==> config.mk <==
export PLATFORM = sky130hd
export DESIGN_NAME = sseg_decoder_flat
export DESIGN_NICKNAME = d
export VERILOG_FILES = /design/src/rtl/sseg_decoder_if.sv /design/src/rtl/sseg_decoder.sv /design/src/flat_wrapper.sv
export SDC_FILE = /design/constraint.sdc
export NUM_CORES = 1
export LEC_CHECK = 0
export ABC_AREA = 0
export CORE_UTILIZATION = 30
export CTS_BUF_LIST = sky130_fd_sc_hd__clkbuf_4
export DETAILED_ROUTE_END_ITERATION = 7
export GPL_TIMING_DRIVEN = 0
export PLACE_DENSITY_LB_ADDON = 0.25
export SLEW_MARGIN = 20
export SYNTH_ARGS = -nofsm -noshare
export SYNTH_HDL_FRONTEND = slang
export SYNTH_SLANG_ARGS = --single-unit
==> constraint.sdc <==
create_clock -name clk -period 2.55 [get_ports clk]
set_input_delay 0.255 -clock clk [delete_from_list [all_inputs] [get_ports clk]]
set_output_delay 0.255 -clock clk [all_outputs]
set_load 0.1 [all_outputs]
==> src/rtl/sseg_decoder_if.sv <==
// rtl/sseg_decoder_if.sv - multiplexed seven-segment bus and decoded status bundle
interface sseg_decoder_if #(
  parameter int NUM_DIGITS = 4
);
  logic [6:0]              SSEG;
  logic [NUM_DIGITS-1:0]   AN;
  logic [4*NUM_DIGITS-1:0] digits;
  logic [NUM_DIGITS-1:0]   valid;
  logic [NUM_DIGITS-1:0]   blank;
  logic                    update;
  logic                    err;
  logic                    frame_done;

  modport master (
    output SSEG, AN,
    input  digits, valid, blank, update, err, frame_done
  );

  modport slave (
    input  SSEG, AN,
    output digits, valid, blank, update, err, frame_done
  );
endinterface

==> src/rtl/sseg_decoder.sv <==
// rtl/sseg_decoder.sv - samples an active-low multiplexed seven-segment bus and decodes digits
module sseg_decoder #(
  parameter int NUM_DIGITS    = 4,
  parameter int STABLE_CYCLES = 4,
  parameter int CNT_W         = 8
) (
  input logic          clk,
  input logic          rst,
  sseg_decoder_if.slave bus
);

  localparam int IN_W = NUM_DIGITS + 7;
  localparam logic [CNT_W-1:0] CNT_LAST = CNT_W'(STABLE_CYCLES - 1);
  localparam logic [CNT_W-1:0] CNT_ONE  = CNT_W'(1);

  typedef enum logic [1:0] {
    IDLE   = 2'd0,
    SETTLE = 2'd1,
    HELD   = 2'd2
  } state_e;

  logic [IN_W-1:0]         sync1_q, sync2_q, prev_q;
  logic [CNT_W-1:0]        cnt_q, cnt_d;
  state_e                  state_q, state_d;
  logic                    capture;

  logic [NUM_DIGITS-1:0]   seen_q, seen_d, seen_nx;
  logic [NUM_DIGITS-1:0]   valid_q, valid_d;
  logic [NUM_DIGITS-1:0]   blank_q, blank_d;
  logic [4*NUM_DIGITS-1:0] digits_q, digits_d;
  logic                    update_q, update_d;
  logic                    err_q, err_d;
  logic                    frame_done_q, frame_done_d;

  logic [NUM_DIGITS-1:0]   an_s;
  logic [6:0]              seg_s;
  logic                    changed, an_idle, an_onehot;
  logic                    seg_legal, seg_blank;
  logic [3:0]              seg_digit;
  logic [NUM_DIGITS-1:0]   hit;

  // Returns {legal, blank, digit}; blank means all segments dark.
  function automatic logic [5:0] decode(input logic [6:0] s);
    logic [5:0] r;
    r = 6'b000000;
    unique case (s)
      7'b1000000: r = {2'b10, 4'd0};
      7'b1111001: r = {2'b10, 4'd1};
      7'b0100100: r = {2'b10, 4'd2};
      7'b0110000: r = {2'b10, 4'd3};
      7'b0011001: r = {2'b10, 4'd4};
      7'b0010010: r = {2'b10, 4'd5};
      7'b0000010: r = {2'b10, 4'd6};
      7'b1111000: r = {2'b10, 4'd7};
      7'b0000000: r = {2'b10, 4'd8};
      7'b0010000: r = {2'b10, 4'd9};
      7'b1111111: r = {2'b01, 4'hF};
      default:    r = 6'b000000;
    endcase
    return r;
  endfunction

  assign {an_s, seg_s} = sync2_q;
  assign changed   = (sync2_q != prev_q);
  assign an_idle   = &an_s;
  assign an_onehot = $onehot(~an_s);
  assign {seg_legal, seg_blank, seg_digit} = decode(seg_s);

  always_comb begin
    state_d = state_q;
    cnt_d   = cnt_q;
    capture = 1'b0;
    unique case (state_q)
      IDLE: begin
        if (!an_idle) begin
          state_d = SETTLE;
          cnt_d   = '0;
        end
      end
      SETTLE: begin
        if (changed) begin
          cnt_d   = '0;
          state_d = an_idle ? IDLE : SETTLE;
        end else if (cnt_q == CNT_LAST) begin
          state_d = HELD;
          capture = 1'b1;
        end else begin
          cnt_d = cnt_q + CNT_ONE;
        end
      end
      HELD: begin
        // Stay put while the pattern holds so one stable pattern yields one event.
        if (changed) begin
          cnt_d   = '0;
          state_d = an_idle ? IDLE : SETTLE;
        end
      end
      default: begin
        state_d = IDLE;
        cnt_d   = '0;
      end
    endcase
  end

  always_comb begin
    digits_d     = digits_q;
    valid_d      = valid_q;
    blank_d      = blank_q;
    seen_d       = seen_q;
    seen_nx      = seen_q;
    update_d     = 1'b0;
    err_d        = 1'b0;
    frame_done_d = 1'b0;
    hit          = '0;
    if (capture) begin
      if (!an_onehot) begin
        err_d = 1'b1;
      end else begin
        hit      = ~an_s;
        update_d = seg_legal | seg_blank;
        err_d    = ~(seg_legal | seg_blank);
        for (int i = 0; i < NUM_DIGITS; i++) begin
          if (hit[i]) begin
            if (seg_legal || seg_blank) begin
              digits_d[4*i +: 4] = seg_digit;
            end
            valid_d[i] = seg_legal;
            blank_d[i] = seg_blank;
          end
        end
        // Illegal patterns still count toward frame completion.
        seen_nx = seen_q | hit;
        if (&seen_nx) begin
          frame_done_d = 1'b1;
          seen_d       = '0;
        end else begin
          seen_d = seen_nx;
        end
      end
    end
  end

  always_ff @(posedge clk or posedge rst) begin
    if (rst) begin
      sync1_q      <= '0;
      sync2_q      <= '0;
      prev_q       <= '0;
      cnt_q        <= '0;
      state_q      <= IDLE;
      seen_q       <= '0;
      digits_q     <= '0;
      valid_q      <= '0;
      blank_q      <= '0;
      update_q     <= 1'b0;
      err_q        <= 1'b0;
      frame_done_q <= 1'b0;
    end else begin
      sync1_q      <= {bus.AN, bus.SSEG};
      sync2_q      <= sync1_q;
      prev_q       <= sync2_q;
      cnt_q        <= cnt_d;
      state_q      <= state_d;
      seen_q       <= seen_d;
      digits_q     <= digits_d;
      valid_q      <= valid_d;
      blank_q      <= blank_d;
      update_q     <= update_d;
      err_q        <= err_d;
      frame_done_q <= frame_done_d;
    end
  end

  assign bus.digits     = digits_q;
  assign bus.valid      = valid_q;
  assign bus.blank      = blank_q;
  assign bus.update     = update_q;
  assign bus.err        = err_q;
  assign bus.frame_done = frame_done_q;

endmodule

==> src/flat_wrapper.sv <==
// flat-port wrapper written by rule: the top's interface ports become plain ports
module sseg_decoder_flat 
#(
  parameter int NUM_DIGITS    = 4,
  parameter int STABLE_CYCLES = 4,
  parameter int CNT_W         = 8
)
  (clk, rst, bus_SSEG, bus_AN, bus_digits, bus_valid, bus_blank, bus_update, bus_err, bus_frame_done);
  sseg_decoder_if #(.NUM_DIGITS(NUM_DIGITS)) bus_i ();
  input logic clk;
  input logic rst;
  input wire logic [$bits(bus_i.SSEG)-1:0] bus_SSEG;
  input wire logic [$bits(bus_i.AN)-1:0] bus_AN;
  output wire logic [$bits(bus_i.digits)-1:0] bus_digits;
  output wire logic [$bits(bus_i.valid)-1:0] bus_valid;
  output wire logic [$bits(bus_i.blank)-1:0] bus_blank;
  output wire logic [$bits(bus_i.update)-1:0] bus_update;
  output wire logic [$bits(bus_i.err)-1:0] bus_err;
  output wire logic [$bits(bus_i.frame_done)-1:0] bus_frame_done;
  assign bus_i.SSEG = bus_SSEG;
  assign bus_i.AN = bus_AN;
  assign bus_digits = bus_i.digits;
  assign bus_valid = bus_i.valid;
  assign bus_blank = bus_i.blank;
  assign bus_update = bus_i.update;
  assign bus_err = bus_i.err;
  assign bus_frame_done = bus_i.frame_done;
  sseg_decoder #(.NUM_DIGITS(NUM_DIGITS), .STABLE_CYCLES(STABLE_CYCLES), .CNT_W(CNT_W)) u_core (.clk(clk), .rst(rst), .bus(bus_i));
endmodule
; ---- Yosys cells after proc, flatten, opt, wreduce, memory -nomap -nowiden
; Cells that the tools add are included.
[totals]
out_inout_bits = 27
input_bits = 13
ff_bits = 74
wordCells = 87
[classes]
add_sub_neg = 4
muxes = 23
eq_ne = 19
n_bitwise = 4
reduce_logical = 16
[ops]
columns = op, n
row1 = 6-bit one-hot mux with 11 select lines, 1
row2 = 8-bit two-way mux, 4
row3 = 7-bit == test (second input constant), 4
row4 = 8-bit one-hot mux with 3 select lines, 1
row5 = 4-bit AND reduction, 6
row6 = 7-bit by 5-bit == test with 1-bit output (second input constant), 3
row7 = 3-bit AND reduction, 6
row8 = 7-bit by 6-bit == test with 1-bit output (second input constant), 2
row9 = 1-bit two-way mux, 11
row10 = 11-bit inequality test, 1
row11 = 8-bit by 1-bit adder with 8-bit output (second input constant), 1
row12 = 8-bit by 2-bit == test with 1-bit output (second input constant), 1
row13 = 2-bit two-way mux, 4
row14 = 7-bit by 2-bit == test with 1-bit output (second input constant), 1
row15 = 7-bit logical NOT, 1
row16 = 2-bit one-hot mux with 3 select lines, 1
row17 = 1-bit by 1-bit adder with 2-bit output, 2
row18 = 4-bit two-way mux, 1
row19 = 4-bit NOT, 1
row20 = 4-bit OR, 1
row21 = 3-bit adder, 1
row22 = 3-bit by 1-bit == test with 1-bit output (second input constant), 1
row23 = 3-bit by 1-bit inequality test with 1-bit output (second input constant), 1
row24 = 3-bit by 2-bit inequality test with 1-bit output (second input constant), 1
row25 = other kinds (9), 9

; ---- Logic depth before layout (Yosys ltp)
[depth]
depth_word = 6
mapped_depth = 12

; ---- Least setup slack after synthesis
; Ideal clock, no wire load.
[synth_timing]
path_kind = register to register
start = register u_core.sync2_q[7]
end = register u_core.seen_q[0]
arrival_ns = 2.480
slack_ns = -0.046
stages_incl_launch_ff = 12
t_required_ns = 2.434
setup_time_ns = 0.116
cell_sequence = dfrtp_1 inv_1 ha_1 ha_1 inv_1 fa_1 nand3_1 nor4_2 nand4_2 or3_1 inv_2 nor2_1
[synth_via]
elab_chain_len = 5
elab_cells_between_ends = 11
[synth_lines]
columns = item, line
row1 = "start, declared", sseg_decoder.sv:22  ; logic [IN_W-1:0] sync1_q, sync2_q, prev_q;
row2 = "start signal, assigned", sseg_decoder.sv:159  ; sync2_q <= sync1_q;
row3 = 4-bit NOT, "sseg_decoder.sv:66, sseg_decoder.sv:119"
row4 = 1-bit by 1-bit adder with 2-bit output (implied by the code), sseg_decoder.sv:66  ; assign an_onehot = $onehot(~an_s);
row5 = 3-bit adder (implied by the code), sseg_decoder.sv:66
row6 = 3-bit by 1-bit == test with 1-bit output, sseg_decoder.sv:66
row7 = 2-bit AND reduction (no line), --
row8 = "end signal, assigned", sseg_decoder.sv:163  ; seen_q <= seen_d;
row9 = "end, declared", sseg_decoder.sv:27  ; logic [NUM_DIGITS-1:0] seen_q, seen_d, seen_nx;
; Parallel ways exist; a longest one is shown, timed or not.
; A chain may end at the register's enable or synchronous reset.

; ---- Final worst setup path
[layout_timing]
start = register u_core.sync2_q[10]
end = register u_core.digits_q[1], in the netlist u_core.bus.digits[1]
[layout_via]
elab_chain_len = 5
elab_cells_between_ends = 8
[layout_lines]
columns = item, line
row1 = 4-bit NOT, sseg_decoder.sv:66
row2 = 1-bit by 1-bit adder with 2-bit output (implied by the code), sseg_decoder.sv:66
row3 = 3-bit adder (implied by the code), sseg_decoder.sv:66
row4 = 3-bit by 1-bit == test with 1-bit output, sseg_decoder.sv:66
row5 = 4-bit AND reduction (no line) (*), --
row6 = "end signal, assigned", sseg_decoder.sv:164  ; digits_q <= digits_d;
row7 = "end, declared", sseg_decoder.sv:30  ; logic [4*NUM_DIGITS-1:0] digits_q, digits_d;
; Mark *: on every way between the ends. The rest lies on a longest branch, timed or not.

==> metrics.md <==
| Metric | Value |
|---|---|
| Worst EP arrival | between 3 and 4 ns |
| Starting DRT DRC Count | between 90 and 100 |
| Leading area contributor after synthesis | dfrtp_1 |
| Final Non-Filler Cells | 473 |
| Worst r2r src | u_core.sync2_q[10] |
| Longest Clk Path Bufs | 2 |
| Crit path launch | u_core.sync2_q[10] |
| GR Layer Usage met1 | 0.1997 |
| FF-to-FF End | u_core.bus.digits[1] |
| RSZ-0062 raised after global routing | yes |
| Post-Synthesis Cells | 268 |
| Peak supply drop | 0.3276 mV |
| Number of flops mapped to enable cells by yosys | 0 |
| Ranking of synthesized cells by area | dfrtp_1 (60%), a21oi_1 (4.5%), xor2_1 (3.7%), a31oi_1 (3.4%), nor2_1 (2.6%) |
| GRT met2 Usage | 0.2191 |
| Placer Congestion | ~0.77 |
| Final Hold Violating Endpoints | 0 |
| Max Clock Freq | approximately 370 MHz |
| Clock sink total | 74 |
| Post-synthesis sequential area ratio | 0.6004 |
| Seq cells post-synth | 74 |
| WP depth | 13 |
| Hold-fix buffers, CTS | 0 |
| Synth top area share | 0.6004 |
| Clock transition at path regs | 0.14 ns |
| Hold WS | about 0.15 ns |
| Die width | 103.4 um |
| Synth top cells by count | dfrtp_1 (74), a21oi_1 (28), nor2_1 (21) |
| DRC errors left | 0 |
| Critical path's top delay family | adder cells |
| Clk_lat worst skew | 0.42 ns |
| Final Critical Period | around 2.7 ns |
| Nets | 355 |
| Grt ovf | 0 |
| Max-slew headroom | 0.3513 |
| Crit-path cells | inv_2, ha_4, ha_4, inv_2, fa_1, nand3_2, nor4_4, nand4_2, buf_6, nor2_4, buf_6, a21oi_2, a31oi_1 |
| Largest net degree at the start of global routing | 48 |
| CP required | 2.89 ns |
| CP max stage delay | 0.49 ns |
| All-Layer GR Usage | 0.1435 |
| Die H | 103.4 um |
| Area of the mapped netlist | 3084 sq um |
| FF-to-FF setup slack | -0.15 ns |
| Buffers added on ports | 39 |
| Util after Layout | 0.4177 |
| Vias in the first global route | 2228 |
| H-tree level count | 3 |
| Slowest stage cell, crit path | fa_1 |
| Layout area overhead | 33.59% |
| Max-cap violations | 0 |
| Leakage power | 1.774 nW |
| Ys async rst share | 1.000 |
| Met3 GRT Util | 0.03629 |
| I/O pins | 40 |
| Power density of the placed cells | 538.3 nW/um^2 |
| Mean post-synth cell area | 11.51 sq um |
| Final setup fails | 29 |
| Outcome | finished, violations left |
| Syn_nets | 288 |
| Primary FF master, synth | dfrtp_1 |
| GR peak layer | met2 |
| N_diodes | 0 |
| Avg WL per Cell | 14.68 um |
| Initial antenna violation count | 0 |
| CTS tree | built |
| DIE AREA | roughly 11000 sq um |
| Tcrit/Tclk final | 1.057 |
| Detailed placement HPWL | 4458 um |
| CORE AREA | 9864 sq um |
| Crit path capture | u_core.bus.digits[1] |
| CTS Buf Count | 9 |
| WP buf/inv | 4 |
| Most numerous cell in the Yosys netlist | dfrtp_1 |
| First-pass GRT wire length | between 10000 and 15000 um |
| Ratio of cells with drive above 1 in the final layout | 0.2441 |
| Worst-path fanout max | 6 |
| Total Power | around 2.2 mW |
| Final worst slack | -0.1450 ns |
| Setup TNS | -2.602 ns |
| Max Slew Vio Count | 0 |
| Final ANT Viol Nets | 0 |
| Failing checks | negative setup slack |
| Routed wire length | 6945 um |
| Cell total after placement | 441 |
| Startpoint types | flip-flop |
| Initial Utilization | 0.3127 |
| Crit path kind | reg2reg |
| Critical Path End Type | flip-flop |
| Slew @ Worst Pin | ~0.97 ns |
| Final Skew | 0.01888 ns |
| Rows | 36 |
| Avg Vias per Cell | 4.772 |
| First-pass DRT Iterations | 4 |
| Via count | 2257 |
| Clock root cell | clkbuf_4 |
| Worst Hold Class | in2async |
| Post-synthesis cell type count | 44 |
| Cells on worst reg2reg path | 13 |
| Yosys warns | 0 |
logic make-up after synthesis:
logic type | count (synthesis) | share of synthesized area
XOR/XNOR | 13 | 0.03692
flip-flops | 74 | 0.6004
adder cells (fa/ha/maj) | 8 | 0.03408
AND/OR/NAND/NOR | 79 | 0.1440
multiplexers | 5 | 0.01785
AO/OA/AOI/OAI | 64 | 0.1282
buffers and inverters | 25 | 0.03854
metrics by stage:
| step | area [sq um] | setup WS (ns) |
|---|---|---|
| 4_1_cts | 4046 | -0.1239 |
| 5_1_grt | 4120 | -0.2908 |
| 3_3_place_gp | 3646 | -0.8902 |
| 3_5_place_dp | 3676 | -0.4090 |
| 6_report | 4120 | -0.1450 |
| 2_1_floorplan | 3089 | -0.02576 |
per-layer routing:
metal,part of all wire,up-vias
li1,-,1083
met1,0.46,1115
met2,0.49,52
met3,0.044,7
met4,0.0098,0
met5,0,-
sequential cells by signal, indices dropped and copies added (netlist names):
| name | flops |
|---|---|
| u_core.bus.err | 1 |
| u_core.bus.frame_done | 1 |
| u_core.bus.digits | 16 |
| u_core.cnt_q | 8 |
| u_core.sync1_q | 11 |
| u_core.sync2_q | 11 |
| u_core.prev_q | 11 |
| u_core.bus.update | 1 |
| u_core.state_q | 2 |
| u_core.bus.valid | 4 |
| u_core.seen_q | 4 |
| u_core.bus.blank | 4 |
cells in the final DEF, fill, tap and decap left out, drive strengths merged, types with 2 or more instances in the layout:
cell,synthesis,layout
ha,6,6
or4,3,3
clkbuf,1,10
o22ai,3,3
buf,10,27
nand2b,3,3
nor2,25,25
nor2b,2,2
o21ai,6,6
nand3,6,6
clkinv,0,2
clkinvlp,0,2
inv,14,15
nor4,4,4
a21oi,28,28
xor2,13,13
and3,2,2
nor3,5,5
nand4,8,8
or3,3,3
clkdlybuf4s50,0,39
bufinv,0,2
nand2,11,11
a31oi,17,17
mux2,4,4
or3b,2,2
dfrtp,74,74
o31ai,4,4
worst min-delay path by stage:
stage / cells past startpoint / to / slack (ns) / start
2_1_floorplan: 0 / u_core.sync1_q[0] / 0.29 / bus_SSEG[0]
3_3_place_gp: 0 / u_core.sync2_q[3] / 0.33 / u_core.sync1_q[3]
3_5_place_dp: 0 / u_core.sync2_q[5] / 0.34 / u_core.sync1_q[5]
4_1_cts: 2 / u_core.sync1_q[7] / 0.15 / rst
5_1_grt: 2 / u_core.sync1_q[7] / 0.15 / rst
6_report: 2 / u_core.seen_q[2] / 0.15 / rst
worst reg2reg max path: cells and delay by family (launching register included):
family / cells / cell delay, ns
buf+inv: 4 / 0.44
simple gates: 4 / 0.66
fa+ha+maj: 3 / 0.87
compound gates: 2 / 0.23
flops: 1 / 0.42
area by class of cell:
cell class,count,area [sq um]
fillers,946,5744
flip-flops and latches,74,1857
multi-input cells,169,1227
repair buffers,56,564.3
well taps,133,166.4
clock inverters,7,101.3
plain buffers,11,81.33
clock buffers,9,67.56
inverters,14,55.05
where the power goes:
part | switching (mW) | internal (mW)
clock | 0.440 | 0.403
combinational | 0.0934 | 0.0650
sequential | 0.0158 | 1.20
total | 0.549 | 1.67
timing repair:
action,4_1_cts,5_1_grt
setup buffers,7,5
gates cloned,4,0
gates resized for setup,35,10
setup endpoints to repair,29,29
pin swaps,4,2
Note: power is estimated with default switching activity, not from simulation.
